`config.mk`:
```
export PLATFORM = sky130hd
export DESIGN_NAME = spidergon_traffic_gen
export DESIGN_NICKNAME = d
export VERILOG_FILES = /design/src/rtl/noc_pkg.sv /design/src/rtl/noc_lfsr16.sv /design/src/rtl/spidergon_traffic_gen.sv
export SDC_FILE = /design/constraint.sdc
export NUM_CORES = 1
export LEC_CHECK = 0
export CAP_MARGIN = 20
export CORE_MARGIN = 2
export CORE_UTILIZATION = 35
export DETAILED_ROUTE_END_ITERATION = 7
export PLACE_DENSITY = 0.54
export SYNTH_ARGS = -nofsm -noshare
export SYNTH_HDL_FRONTEND = slang
export SYNTH_SLANG_ARGS = --single-unit
```
`constraint.sdc`:
```
create_clock -name clk -period 4.09 [get_ports clk]
set_input_delay 0.6135 -clock clk [delete_from_list [all_inputs] [get_ports clk]]
set_output_delay 0.6135 -clock clk [all_outputs]
set_load 0.05 [all_outputs]
```
`src/rtl/noc_pkg.sv`:
```
// Shared definitions for the Spidergon traffic generator and future sink checker:
// flit type codes, injector FSM states, field-width helpers and LFSR constants.
package noc_pkg;

  localparam logic [1:0] HEAD      = 2'b10;
  localparam logic [1:0] BODY      = 2'b00;
  localparam logic [1:0] TAIL      = 2'b01;
  localparam logic [1:0] HEAD_TAIL = 2'b11;

  typedef enum logic [1:0] {
    WAIT_RESET = 2'd0,
    IDLE       = 2'd1,
    SEND       = 2'd2
  } state_t;

  // Taps 16,14,13,11 map to state bits 15,13,12,10.
  localparam logic [15:0] LFSR_TAPS         = 16'hB400;
  localparam logic [15:0] LFSR_DEFAULT_SEED = 16'hACE1;

  function automatic int dest_w(input int num_nodes);
    return (num_nodes < 2) ? 1 : $clog2(num_nodes);
  endfunction

  // A single VC still needs a 1-bit field so the flit layout stays uniform.
  function automatic int vc_w(input int num_vcs);
    return (num_vcs < 2) ? 1 : $clog2(num_vcs);
  endfunction

endpackage

```
`src/rtl/noc_lfsr16.sv`:
```
// 16-bit Fibonacci LFSR with a hold control; a zero seed is replaced so the
// sequence can never lock up.
module noc_lfsr16
  import noc_pkg::*;
#(
  parameter logic [15:0] SEED = 16'hACE1
) (
  input  logic        clk,
  input  logic        reset,
  input  logic        advance,
  output logic [15:0] state
);

  localparam logic [15:0] INIT = (SEED == 16'h0000) ? LFSR_DEFAULT_SEED : SEED;

  always_ff @(posedge clk or negedge reset) begin
    if (!reset) begin
      state <= INIT;
    end else if (advance) begin
      state <= {state[14:0], ^(state & LFSR_TAPS)};
    end
  end

endmodule

```
`src/rtl/spidergon_traffic_gen.sv`:
```
// Per-node packet injector: rate-gated packet starts, destination patterns,
// per-packet VC rotation and a valid/ready flit stream with sent-packet count.
module spidergon_traffic_gen
  import noc_pkg::*;
#(
  parameter int          NUM_OF_NODES            = 8,
  parameter int          NODE_ID                 = 0,
  parameter int          FLIT_DATA_WIDTH         = 16,
  parameter int          NUM_OF_VIRTUAL_CHANNELS = 2,
  parameter int          MAX_PKT_LEN             = 8,
  parameter int          RESET_HOLD              = 2,
  parameter logic [15:0] SEED                    = 16'hACE1,
  localparam int         DEST_W                  = dest_w(NUM_OF_NODES),
  localparam int         VC_W                    = vc_w(NUM_OF_VIRTUAL_CHANNELS),
  localparam int         LEN_W                   = $clog2(MAX_PKT_LEN + 1)
) (
  input  logic                       clk,
  input  logic                       reset,
  input  logic                       enable,
  input  logic [1:0]                 mode,
  input  logic [7:0]                 rate,
  input  logic [LEN_W-1:0]           pkt_len,
  output logic [FLIT_DATA_WIDTH-1:0] flit_out,
  output logic                       flit_valid,
  input  logic                       flit_ready,
  output logic [VC_W-1:0]            vc_sel,
  output logic                       busy,
  output logic [15:0]                pkts_sent
);

  localparam int PAY_W  = FLIT_DATA_WIDTH - 2 - DEST_W - VC_W;
  localparam int HOLD_W = $clog2(RESET_HOLD + 2);

  localparam logic [DEST_W-1:0] NODE     = DEST_W'(NODE_ID);
  localparam logic [DEST_W-1:0] HALF     = DEST_W'(NUM_OF_NODES / 2);
  localparam logic [VC_W-1:0]   VC_LAST  = VC_W'(NUM_OF_VIRTUAL_CHANNELS - 1);
  localparam logic [LEN_W-1:0]  LEN_MAX  = LEN_W'(MAX_PKT_LEN);
  localparam logic [LEN_W-1:0]  LEN_ONE  = LEN_W'(1);

  state_t              state;
  logic [HOLD_W-1:0]   hold_cnt;
  logic [LEN_W-1:0]    idx;
  logic [LEN_W-1:0]    len_q;
  logic [DEST_W-1:0]   dest_q;
  logic [VC_W-1:0]     vc_next;
  logic [15:0]         seq;
  logic [15:0]         lfsr;

  logic                start;
  logic [LEN_W-1:0]    len_eff;
  logic [DEST_W-1:0]   dest_pick;
  logic [DEST_W-1:0]   dest_rnd;
  logic [LEN_W-1:0]    idx_nxt;
  logic                last;
  logic                tail_nxt;
  logic                lfsr_unused;

  function automatic logic [FLIT_DATA_WIDTH-1:0] make_flit(
    input logic [1:0]        ftype,
    input logic [DEST_W-1:0] dest,
    input logic [VC_W-1:0]   vc,
    input logic [PAY_W-1:0]  payload
  );
    return {ftype, dest, vc, payload};
  endfunction

  noc_lfsr16 #(
    .SEED (SEED)
  ) u_lfsr (
    .clk     (clk),
    .reset   (reset),
    .advance (state == IDLE),
    .state   (lfsr)
  );

  // Only the low byte (rate gate) and the top DEST_W bits (random dest) are consumed.
  assign lfsr_unused = ^lfsr;

  assign start    = (state == IDLE) && enable && (lfsr[7:0] <= rate);
  assign dest_rnd = lfsr[15 -: DEST_W];
  assign idx_nxt  = idx + LEN_ONE;
  assign last     = (idx_nxt == len_q);
  assign tail_nxt = (idx_nxt == (len_q - LEN_ONE));

  always_comb begin
    len_eff = pkt_len;
    if (pkt_len == '0) begin
      len_eff = LEN_ONE;
    end else if (pkt_len > LEN_MAX) begin
      len_eff = LEN_MAX;
    end
  end

  // Node indices are DEST_W wide, so plain truncating arithmetic is mod N.
  always_comb begin
    dest_pick = NODE + DEST_W'(1);
    case (mode)
      2'd0: dest_pick = NODE + DEST_W'(1);
      2'd1: dest_pick = NODE - DEST_W'(1);
      2'd2: dest_pick = NODE + HALF;
      2'd3: dest_pick = (dest_rnd == NODE) ? (NODE + DEST_W'(1)) : dest_rnd;
      default: dest_pick = NODE + DEST_W'(1);
    endcase
  end

  // Packet attributes captured at start; they only matter while in SEND.
  always_ff @(posedge clk) begin
    if (start) begin
      dest_q <= dest_pick;
      len_q  <= len_eff;
    end
  end

  always_ff @(posedge clk or negedge reset) begin
    if (!reset) begin
      state      <= WAIT_RESET;
      hold_cnt   <= '0;
      idx        <= '0;
      vc_next    <= '0;
      seq        <= '0;
      flit_out   <= '0;
      flit_valid <= 1'b0;
      vc_sel     <= '0;
      busy       <= 1'b0;
      pkts_sent  <= '0;
    end else begin
      case (state)
        WAIT_RESET: begin
          if (hold_cnt >= HOLD_W'(RESET_HOLD)) begin
            state <= IDLE;
          end else begin
            hold_cnt <= hold_cnt + HOLD_W'(1);
          end
        end

        IDLE: begin
          if (start) begin
            state      <= SEND;
            busy       <= 1'b1;
            flit_valid <= 1'b1;
            idx        <= '0;
            vc_sel     <= vc_next;
            vc_next    <= (vc_next == VC_LAST) ? '0 : vc_next + VC_W'(1);
            seq        <= seq + 16'd1;
            flit_out   <= make_flit((len_eff == LEN_ONE) ? HEAD_TAIL : HEAD,
                                    dest_pick, vc_next, PAY_W'(seq));
          end
        end

        // flit_valid is always high here, so flit_ready alone means acceptance.
        SEND: begin
          if (flit_ready) begin
            if (last) begin
              state      <= IDLE;
              flit_valid <= 1'b0;
              busy       <= 1'b0;
              pkts_sent  <= pkts_sent + 16'd1;
            end else begin
              idx      <= idx_nxt;
              flit_out <= make_flit(tail_nxt ? TAIL : BODY, dest_q, vc_sel,
                                    PAY_W'(idx_nxt));
            end
          end
        end

        default: state <= IDLE;
      endcase
    end
  end

endmodule

```
# == Word level (Yosys, flattened, before mapping) ==
# Index checks and enable logic that the tools add are counted.
# word_totals
reg_bits,82
word_cells,73
# op_classes
add_sub_neg,6
n_reduce_logical,14
n_lt_le_gt_ge,3
bitwise,1
muxes,24
eq_ne,13
# op_table
operator,count
16-bit two-way mux,3
16-bit by 1-bit adder with 16-bit output (second input constant),2
16-bit one-hot mux with 2 select lines,1
4-bit two-way mux,5
16-bit parity,1
3-bit one-hot mux with 4 select lines,1
4-bit AND reduction,3
2-bit inequality test (second input constant),5
4-bit == test,2
8-bit less-or-equal comparator,1
2-bit two-way mux,4
4-bit one-hot mux with 2 select lines,1
2-bit == test (second input constant),3
1-bit two-way mux,6
2-bit one-hot mux with 3 select lines,1
4-bit by 1-bit adder with 4-bit output (second input constant),1
2-bit by 1-bit == test with 1-bit output (second input constant),2
4-bit by 1-bit == test with 1-bit output (second input constant),1
4-bit > comparator (second input constant),1
2-bit logical NOT,2
4-bit logical NOT,1
2-bit AND reduction,2
4-bit by 1-bit subtractor with 4-bit output (second input constant),1
3-bit logical NOT,1
other kinds (9),10

# == Longest topological paths before layout ==
# Gate-level depths: netlist of the first run.
# logic_depth
depth_word,7
depth_mapped,9
ltp_nobuf,9

# == Hierarchy ==
# A second synthesis of the first run with hierarchy kept.
# unflattened
cells_unflattened,323
area_unflattened_um2,3767.4
# by_module_without_submodules
mod,cells_each,area_each_um2,n_inst,seq_area_each_um2
spidergon_traffic_gen,285,3091.7,1,1536.5
noc_lfsr16,38,675.6,1,410.4

# == Worst setup path after synthesis of the first run ==
# OpenSTA, ideal clock, no wires.
# synth_timing
path_kind,input port to flip-flop
start,in rate[1]
end,reg seq[1]
cell_stages,9
required_time_ps,3965
n_path_buf,0
setup_ps,125
setup_slack_ps,1380
arrival_ps,2585
cell_sequence,inv_1 -> ha_1 -> nor2b_1 -> o211ai_1 -> a21oi_1 -> o22ai_1 -> nand2_1 -> inv_1 -> mux2_2
# synth_via
elab_chain_cells,3
# synth_rtl
item,line,text
"start, declared",spidergon_traffic_gen.sv:21,"input logic [7:0] rate,"
8-bit less-or-equal comparator,spidergon_traffic_gen.sv:79,assign start = (state == IDLE) && enable && (lfsr[7:0] <= rate);
1-bit logical AND,spidergon_traffic_gen.sv:79,
named net start,spidergon_traffic_gen.sv:49,logic start;
2-bit AND reduction (no line),-,
"end signal, assigned",spidergon_traffic_gen.sv:144,seq <= seq + 16'd1;
"end, declared",spidergon_traffic_gen.sv:46,logic [15:0] seq;
# The timed path passes the listed nets, and every way through them passes these cells.
# A chain may end at the register's enable or synchronous reset.

# == Final worst setup path of the first run ==
# layout_timing
start,reg idx[0]
end,reg flit_out[14]
# layout_via
elab_chain_cells,6
elab_cells_between_ends,9
# layout_rtl
item,line,text
"start, declared",spidergon_traffic_gen.sv:42,logic [LEN_W-1:0] idx;
"start signal, assigned",spidergon_traffic_gen.sv:159,idx <= idx_nxt;
4-bit by 1-bit adder with 4-bit output *,spidergon_traffic_gen.sv:81,assign idx_nxt = idx + LEN_ONE;
4-bit == test,spidergon_traffic_gen.sv:83,assign tail_nxt = (idx_nxt == (len_q - LEN_ONE));
1-bit two-way mux,spidergon_traffic_gen.sv:160,"flit_out <= make_flit(tail_nxt ? TAIL : BODY, dest_q, vc_sel,"
16-bit two-way mux,spidergon_traffic_gen.sv:153,if (last) begin
16-bit two-way mux,spidergon_traffic_gen.sv:152,if (flit_ready) begin
16-bit one-hot mux with 2 select lines,spidergon_traffic_gen.sv:127,case (state)
"end signal, assigned",spidergon_traffic_gen.sv:145,"flit_out <= make_flit((len_eff == LEN_ONE) ? HEAD_TAIL : HEAD,"
"end signal, assigned",spidergon_traffic_gen.sv:160,
"end, declared",spidergon_traffic_gen.sv:23,"output logic [FLIT_DATA_WIDTH-1:0] flit_out,"
# Every way passes the cells marked *; elsewhere a longest branch is shown, timed or not. The select of a mux whose other input is x is not followed.

==> metrics.csv, run 1 <==
stage,metric,value,unit
status,status,finished clean,
clock_tree,total setup buffers inserted after CTS,0,
clock_tree,post_cts resized,0,
logic_synthesis,post-synthesis sequential area ratio,0.527,
power,Power Density,632,nW/um^2
floorplanning,core area,10300,um^2
logic_synthesis,Mapped Area,3690,um^2
floorplanning,Die Y-Extent,107,um
logic_synthesis,Synth area leader,dfrtp_1,
worst_setup_path,Worst EP required,4.32,ns
sta,Max-slew headroom,0.524,
floorplanning,Initial Utilization,0.359,
worst_setup_path,top cell family by delay on the critical path,simple AND/OR/NAND/NOR gates,
worst_setup_path,slowest CP cell,a21boi_4,
logic_synthesis,asr flop ratio synth,0.908,
layout,ant diodes,0,
logic_synthesis,Synth Instances,337,
detailed_routing,DRT Wirelength,7180,um
logic_synthesis,Synth Area per Inst,11.0,um^2
worst_setup_path,critical path capture point type,register,
sta,Final Cycle Share,0.707,
placement,RD Place Congestion,0.781,
clock_tree,H-Tree Depth,3,
logic_synthesis,most numerous cell in the Yosys netlist,dfrtp_1,
layout,Area Growth Syn to Fin,22.9,%
grt,first-pass GRT wire length,12200,um
floorplanning,Boundary Pins,53,
worst_setup_path,Crit Path Max Fanout,18,
logic_synthesis,Post-synth EDFFs,7,
worst_setup_path,CP Data Arrival Time,3.12,ns
clock_tree,CTS tree,done,
worst_setup_path,Startpoint Class,register,
logic_synthesis,main flop type after synthesis,dfrtp_1,
clock_tree,Clock Latency Late Sink,0.35,ns
worst_setup_path,WS Path Type,register to register,
sta,setup TNS,0,ns
detailed_routing,Routed Antenna Nets,0,
clock_tree,hold bufs inserted after CTS,0,
logic_synthesis,top post-synthesis cells by area,"dfrtp_1 (41%), mux2_2 (7.3%), dfstp_2 (5.7%), edfxtp_1 (5.7%), xor2_1 (4.7%)",
sta,final setup fails,0,
sta,Fin. Hold Viols,0,
floorplanning,Die Wd,107,um
grt,All-Layer GR Usage,0.136,
logic_synthesis,Netlist cell types,44,
clock_tree,clk sinks,76,
grt,gr ovfl total,0,
layout,share of cells above drive strength 1,0.142,
power,leak pwr,2.01,nW
grt,vias in the first global route,2512,
detailed_routing,1st-pass router iterations,4,
clock_tree,CTS Buffer Depth,2,
logic_synthesis,YS warnings,0,
worst_setup_path,Slowest Stage Delay on Critical Path,0.55,ns
sta,RSZ-0062 raised after global routing,false,
sta,worst slew pin tran,0.714,ns
worst_setup_path,"critical path, cell by cell","ha_1, xnor2_1, xor2_1, and3_1, or2_4, a21boi_4, mux2_2",
detailed_routing,routed vias/inst,4.79,
clock_tree,CTS Buf Count,9,
power,Worst IR Drop VDD,0.293,mV
placement,DPL Wire Length,5080,um
grt,largest net degree at the start of global routing,45,
power,overall power,2.87,mW
detailed_routing,initial DRC count,95,
sta,Hold Slack,0.140,ns
sta,Period minus WS final,2.89,ns
layout,final instance area,4540,um^2
worst_setup_path,Critical path buffers and inverters,0,
logic_synthesis,syn nets,368,
logic_synthesis,top-area cell type share of the netlist area,0.413,
layout,NumNets Final,421,
detailed_routing,Avg WL per Cell,13.5,um
sta,highest clock rate,346,MHz
floorplanning,die area,11400,um^2
logic_synthesis,"FF+latch count, synth",76,
run,Max-Cap Viols,0,
detailed_routing,number of vias in the routed layout,2544,
layout,Fillers,982,
floorplanning,row cnt,37,
sta,final setup skew,0.00973,ns
detailed_routing,DRC violations left,0,
sta,count of pins over their slew limit,0,
placement,dpl cell area,4330,um^2
grt,initial antenna violation count,0,
logic_synthesis,synth cell count leaders,"dfrtp_1 (61), nand2_1 (39), mux2_2 (24), nor2_1 (21), xor2_1 (20)",
worst_hold_path,Hold WC Path Type,input port to asynchronous set/reset pin,
placement,IO Port Bufs,52,
clock_tree,Clock Pin Slew Worst Setup and Hold Paths,0.08,ns
clock_tree,Root Buffer,clkbuf_8,
state kept, by name (all words and copies together) (netlist names):
signal and cells:
flit_out 16, pkts_sent 16, u_lfsr.state 16, seq 10, idx 4, len_q 4, dest_q 3, hold_cnt 2
state 2, busy 1, vc_next 1, vc_sel 1
metal layers:
layer / track usage / vias to the layer above / part of all wire
li1: - / 1269 / -
met1: 0.185 / 1232 / 0.49
met2: 0.208 / 36 / 0.47
met3: 0.0371 / 7 / 0.030
met4: 0.0473 / 0 / 0.011
met5: 0 / - / 0
power breakdown:
part / internal [mW] / total (mW) / leakage [nW] / switching (mW)
sequential: 1.01 / 1.19 / 0.929 / 0.173
combinational: 0.506 / 1.15 / 0.988 / 0.641
clock: 0.257 / 0.538 / 0.0944 / 0.281
worst paths after layout:
| path | from | end | slack [ns] | cells past startpoint |
|---|---|---|---|---|
| max in group asynchronous | reset | seq[2] | 3.07 | 3 |
| min reg2reg | pkts_sent[15] | pkts_sent[15] | 0.47 | 1 |
| max reg2reg | idx[0] | flit_out[14] | 1.20 | 7 |
| min | reset | u_lfsr.state[12] | 0.14 | 1 |
| min in group clk | pkts_sent[15] | pkts_sent[15] | 0.47 | 1 |
| max | idx[0] | flit_out[14] | 1.20 | 7 |
stage by stage:
step | std cells | setup slack, ns | utilization
4_1_cts | 530 | 1.13 | 0.440
3_5_place_dp | 514 | 0.878 | 0.422
3_3_place_gp | 514 | 0.943 | 0.422
2_1_floorplan | 337 | 1.38 | -
5_1_grt | 531 | 0.927 | 0.442
6_report | 531 | 1.20 | 0.442
cell usage in the layout (no fill, tap or decap), types with 15 or more instances in the layout:
cell type,instances
clkdlybuf4s50_1,51
dfrtp_1,61
inv_1,15
mux2_2,24
nand2_1,39
nor2_1,21
o21ai_0,15
xnor2_1,17
xor2_1,20
worst reg2reg max path: stages, from the launching register on:
cell      delay, ns
dfrtp_1        0.46
ha_1           0.27
xnor2_1        0.26
xor2_1         0.23
and3_1         0.32
or2_4          0.27
a21boi_4       0.55
mux2_2         0.41
area by class of cell:
type / instances / area [um^2] / share of cell area
Timing Repair Buffer: 57 / 566 / 0.125
Multi-Input combinational cell: 231 / 1610 / 0.355
Sequential cell: 76 / 1950 / 0.429
Clock buffer: 11 / 153 / 0.0336
Clock inverter: 5 / 35.0 / 0.00772
Inverter: 15 / 56.3 / 0.0124
Tap cell: 136 / 170 / 0.0375
kinds of logic (layout without fill, tap and decap cells):
family / after synthesis / in the layout / share of synthesized area
AND/OR/NAND/NOR: 110 / 110 / 0.141
flip-flops: 76 / 76 / 0.527
AO/OA/AOI/OAI: 44 / 44 / 0.0776
XOR/XNOR: 38 / 38 / 0.0942
buffers and inverters: 30 / 88 / 0.0359
multiplexers: 26 / 26 / 0.0799
adder cells (fa/ha/maj): 13 / 13 / 0.0440
Power figures use the tool's default switching activity.
==> run 2, diff against run 1 <==
- clock period: 4.09 -> 2.8 ns (I/O delays scaled with it)
==> metrics.csv, run 2 (same netlist as run 1, synthesis figures left out) <==
stage,metric,value,unit
grt,gr ovfl total,0,
clock_tree,Clock Latency Late Sink,0.35,ns
sta,worst slew pin tran,0.730,ns
detailed_routing,Routed Antenna Nets,0,
worst_setup_path,Crit Reg-Reg Endpoint,flit_out[14],
sta,final setup fails,0,
detailed_routing,DRC violations left,0,
worst_setup_path,launch point of the worst reg-to-reg path,idx[0],
clock_tree,Clock Pin Slew Worst Setup and Hold Paths,0.09,ns
floorplanning,row cnt,37,
grt,GRT met3 Usage,0.0274,
sta,Final Cycle Share,0.835,
status,status,finished clean,
layout,fin util,0.450,
clock_tree,Root Buffer,clkbuf_8,
detailed_routing,routed vias/inst,4.71,
sta,count of pins over their slew limit,0,
floorplanning,Die Y-Extent,107,um
placement,dpl cell area,4430,um^2
layout,most frequent cells in the layout,"dfrtp_1 (61), clkdlybuf4s50_1 (51), nand2_1 (39)",
detailed_routing,number of vias in the routed layout,2539,
power,Sequential Power Share,0.399,
placement,DPL Wire Length,5070,um
sta,Period minus WS final,2.34,ns
sta,Max-slew headroom,0.513,
power,Logic pwr share,0.406,
placement,IO Port Bufs,52,
layout,final cell count without fillers,539,
sta,Hold Slack,0.0710,ns
worst_setup_path,slowest CP cell,clkdlybuf4s50_1,
sta,RSZ-0062 raised after global routing,false,
floorplanning,core area,10300,um^2
clock_tree,CTS Buf Count,9,
grt,All-Layer GR Usage,0.139,
layout,NumNets Final,429,
placement,Post-Place Setup Slack,0.0932,ns
sta,setup slack after layout,0.461,ns
worst_setup_path,CP Data Arrival Time,2.58,ns
worst_setup_path,Slowest Stage Delay on Critical Path,0.46,ns
detailed_routing,DRT Wirelength,7220,um
floorplanning,Die Wd,107,um
power,Power Density,936,nW/um^2
worst_setup_path,WS Path Type,input port to register,
worst_setup_path,top cell family by delay on the critical path,buffers and inverters,
power,sw frac,0.378,
sta,final setup skew,0.00830,ns
grt,busiest grt layer,met2,
placement,"number of placed instances, taps included",523,
detailed_routing,initial DRC count,91,
layout,Area Growth Syn to Fin,25.3,%
worst_hold_path,Hold WC Path Type,input port to asynchronous set/reset pin,
grt,largest net degree at the start of global routing,70,
clock_tree,total setup buffers inserted after CTS,0,
grt,first-pass GRT wire length,12400,um
power,Clk pwr share,0.195,
clock_tree,H-Tree Depth,3,
worst_setup_path,Crit Path Max Fanout,12,
grt,vias in the first global route,2597,
clock_tree,clk sinks,76,
layout,ant diodes,0,
worst_setup_path,Startpoint Class,input port,
clock_tree,hold bufs inserted after CTS,0,
layout,share of cells above drive strength 1,0.161,
floorplanning,Boundary Pins,53,
power,leak pwr,2.06,nW
grt,GR Util met2,0.219,
detailed_routing,Avg WL per Cell,13.4,um
worst_setup_path,"critical path, cell by cell","clkdlybuf4s50_1, inv_1, ha_1, nand2_1, o21ai_0, o22ai_1, buf_4, a21boi_4, buf_12, mux2_2",
power,overall power,4.33,mW
sta,highest clock rate,427,MHz
clock_tree,CTS Buffer Depth,2,
clock_tree,CTS tree,done,
layout,final instance area,4630,um^2
power,NetSw,1.64,mW
worst_setup_path,Worst EP required,3.04,ns
grt,initial antenna violation count,0,
clock_tree,post_cts resized,0,
sta,setup TNS,0,ns
floorplanning,Initial Utilization,0.359,
power,Pint,2.70,mW
floorplanning,die area,11400,um^2
worst_setup_path,critical path capture point type,register,
worst_setup_path,Critical path buffers and inverters,4,
worst_setup_path,r2r worst-path depth,8,
detailed_routing,1st-pass router iterations,4,
grt,GR Layer Usage met1,0.187,
run,Max-Cap Viols,0,
worst_setup_path,FF-to-FF setup slack,0.47,ns
layout,Largest regs,"flit_out x16, pkts_sent x16, u_lfsr.state x16",
sta,Fin. Hold Viols,0,
power,Worst IR Drop VDD,0.420,mV
layout,"commonest non-fill, non-tap cell in the layout",dfrtp_1,
placement,RD Place Congestion,0.740,
run 2: cell count changes in the layout (fill, tap and decap cells not counted), sizes merged:
cell,delta
inv,+3
buf,+8
clkinv,-3
run 2: power groups by stage:
stage               clock (mW)  sequential, mW  combinational [mW]
detailed placement           0            1.75                1.78
CTS                      0.883            1.73                1.78
finish                   0.845            1.73                1.76
global route             0.927            1.78                1.92
global placement             0            1.75                1.74
floorplan                    0            1.98               0.983
run 2: how the worst max path moves through the flow:
stage | from | to | slack [ns] | cells after the start
after floorplan | rate[1] | seq[1] | 0.28 | 9
after global placement | rate[1] | flit_out[2] | 0.17 | 11
after detailed placement | rate[7] | flit_out[14] | 0.09 | 10
after CTS | idx[0] | flit_out[14] | 0.44 | 8
after global routing | idx[1] | flit_out[3] | 0.30 | 8
final | rate[7] | flit_out[14] | 0.46 | 10
run 2: layout make-up:
cell class	count	area, um^2
clock inverter	5	40.0
timing repair buffer	65	638
fill	1012	5650
inverter	15	56.3
clock buffer	11	163
sequential	76	1950
multi-input combinational	231	1610
tap	136	170
run 2: layer usage:
metal | part of all wire | vias up
met4 | 0.014 | 0
met1 | 0.50 | 1211
met5 | 0 | -
li1 | - | 1284
met2 | 0.46 | 35
met3 | 0.025 | 9
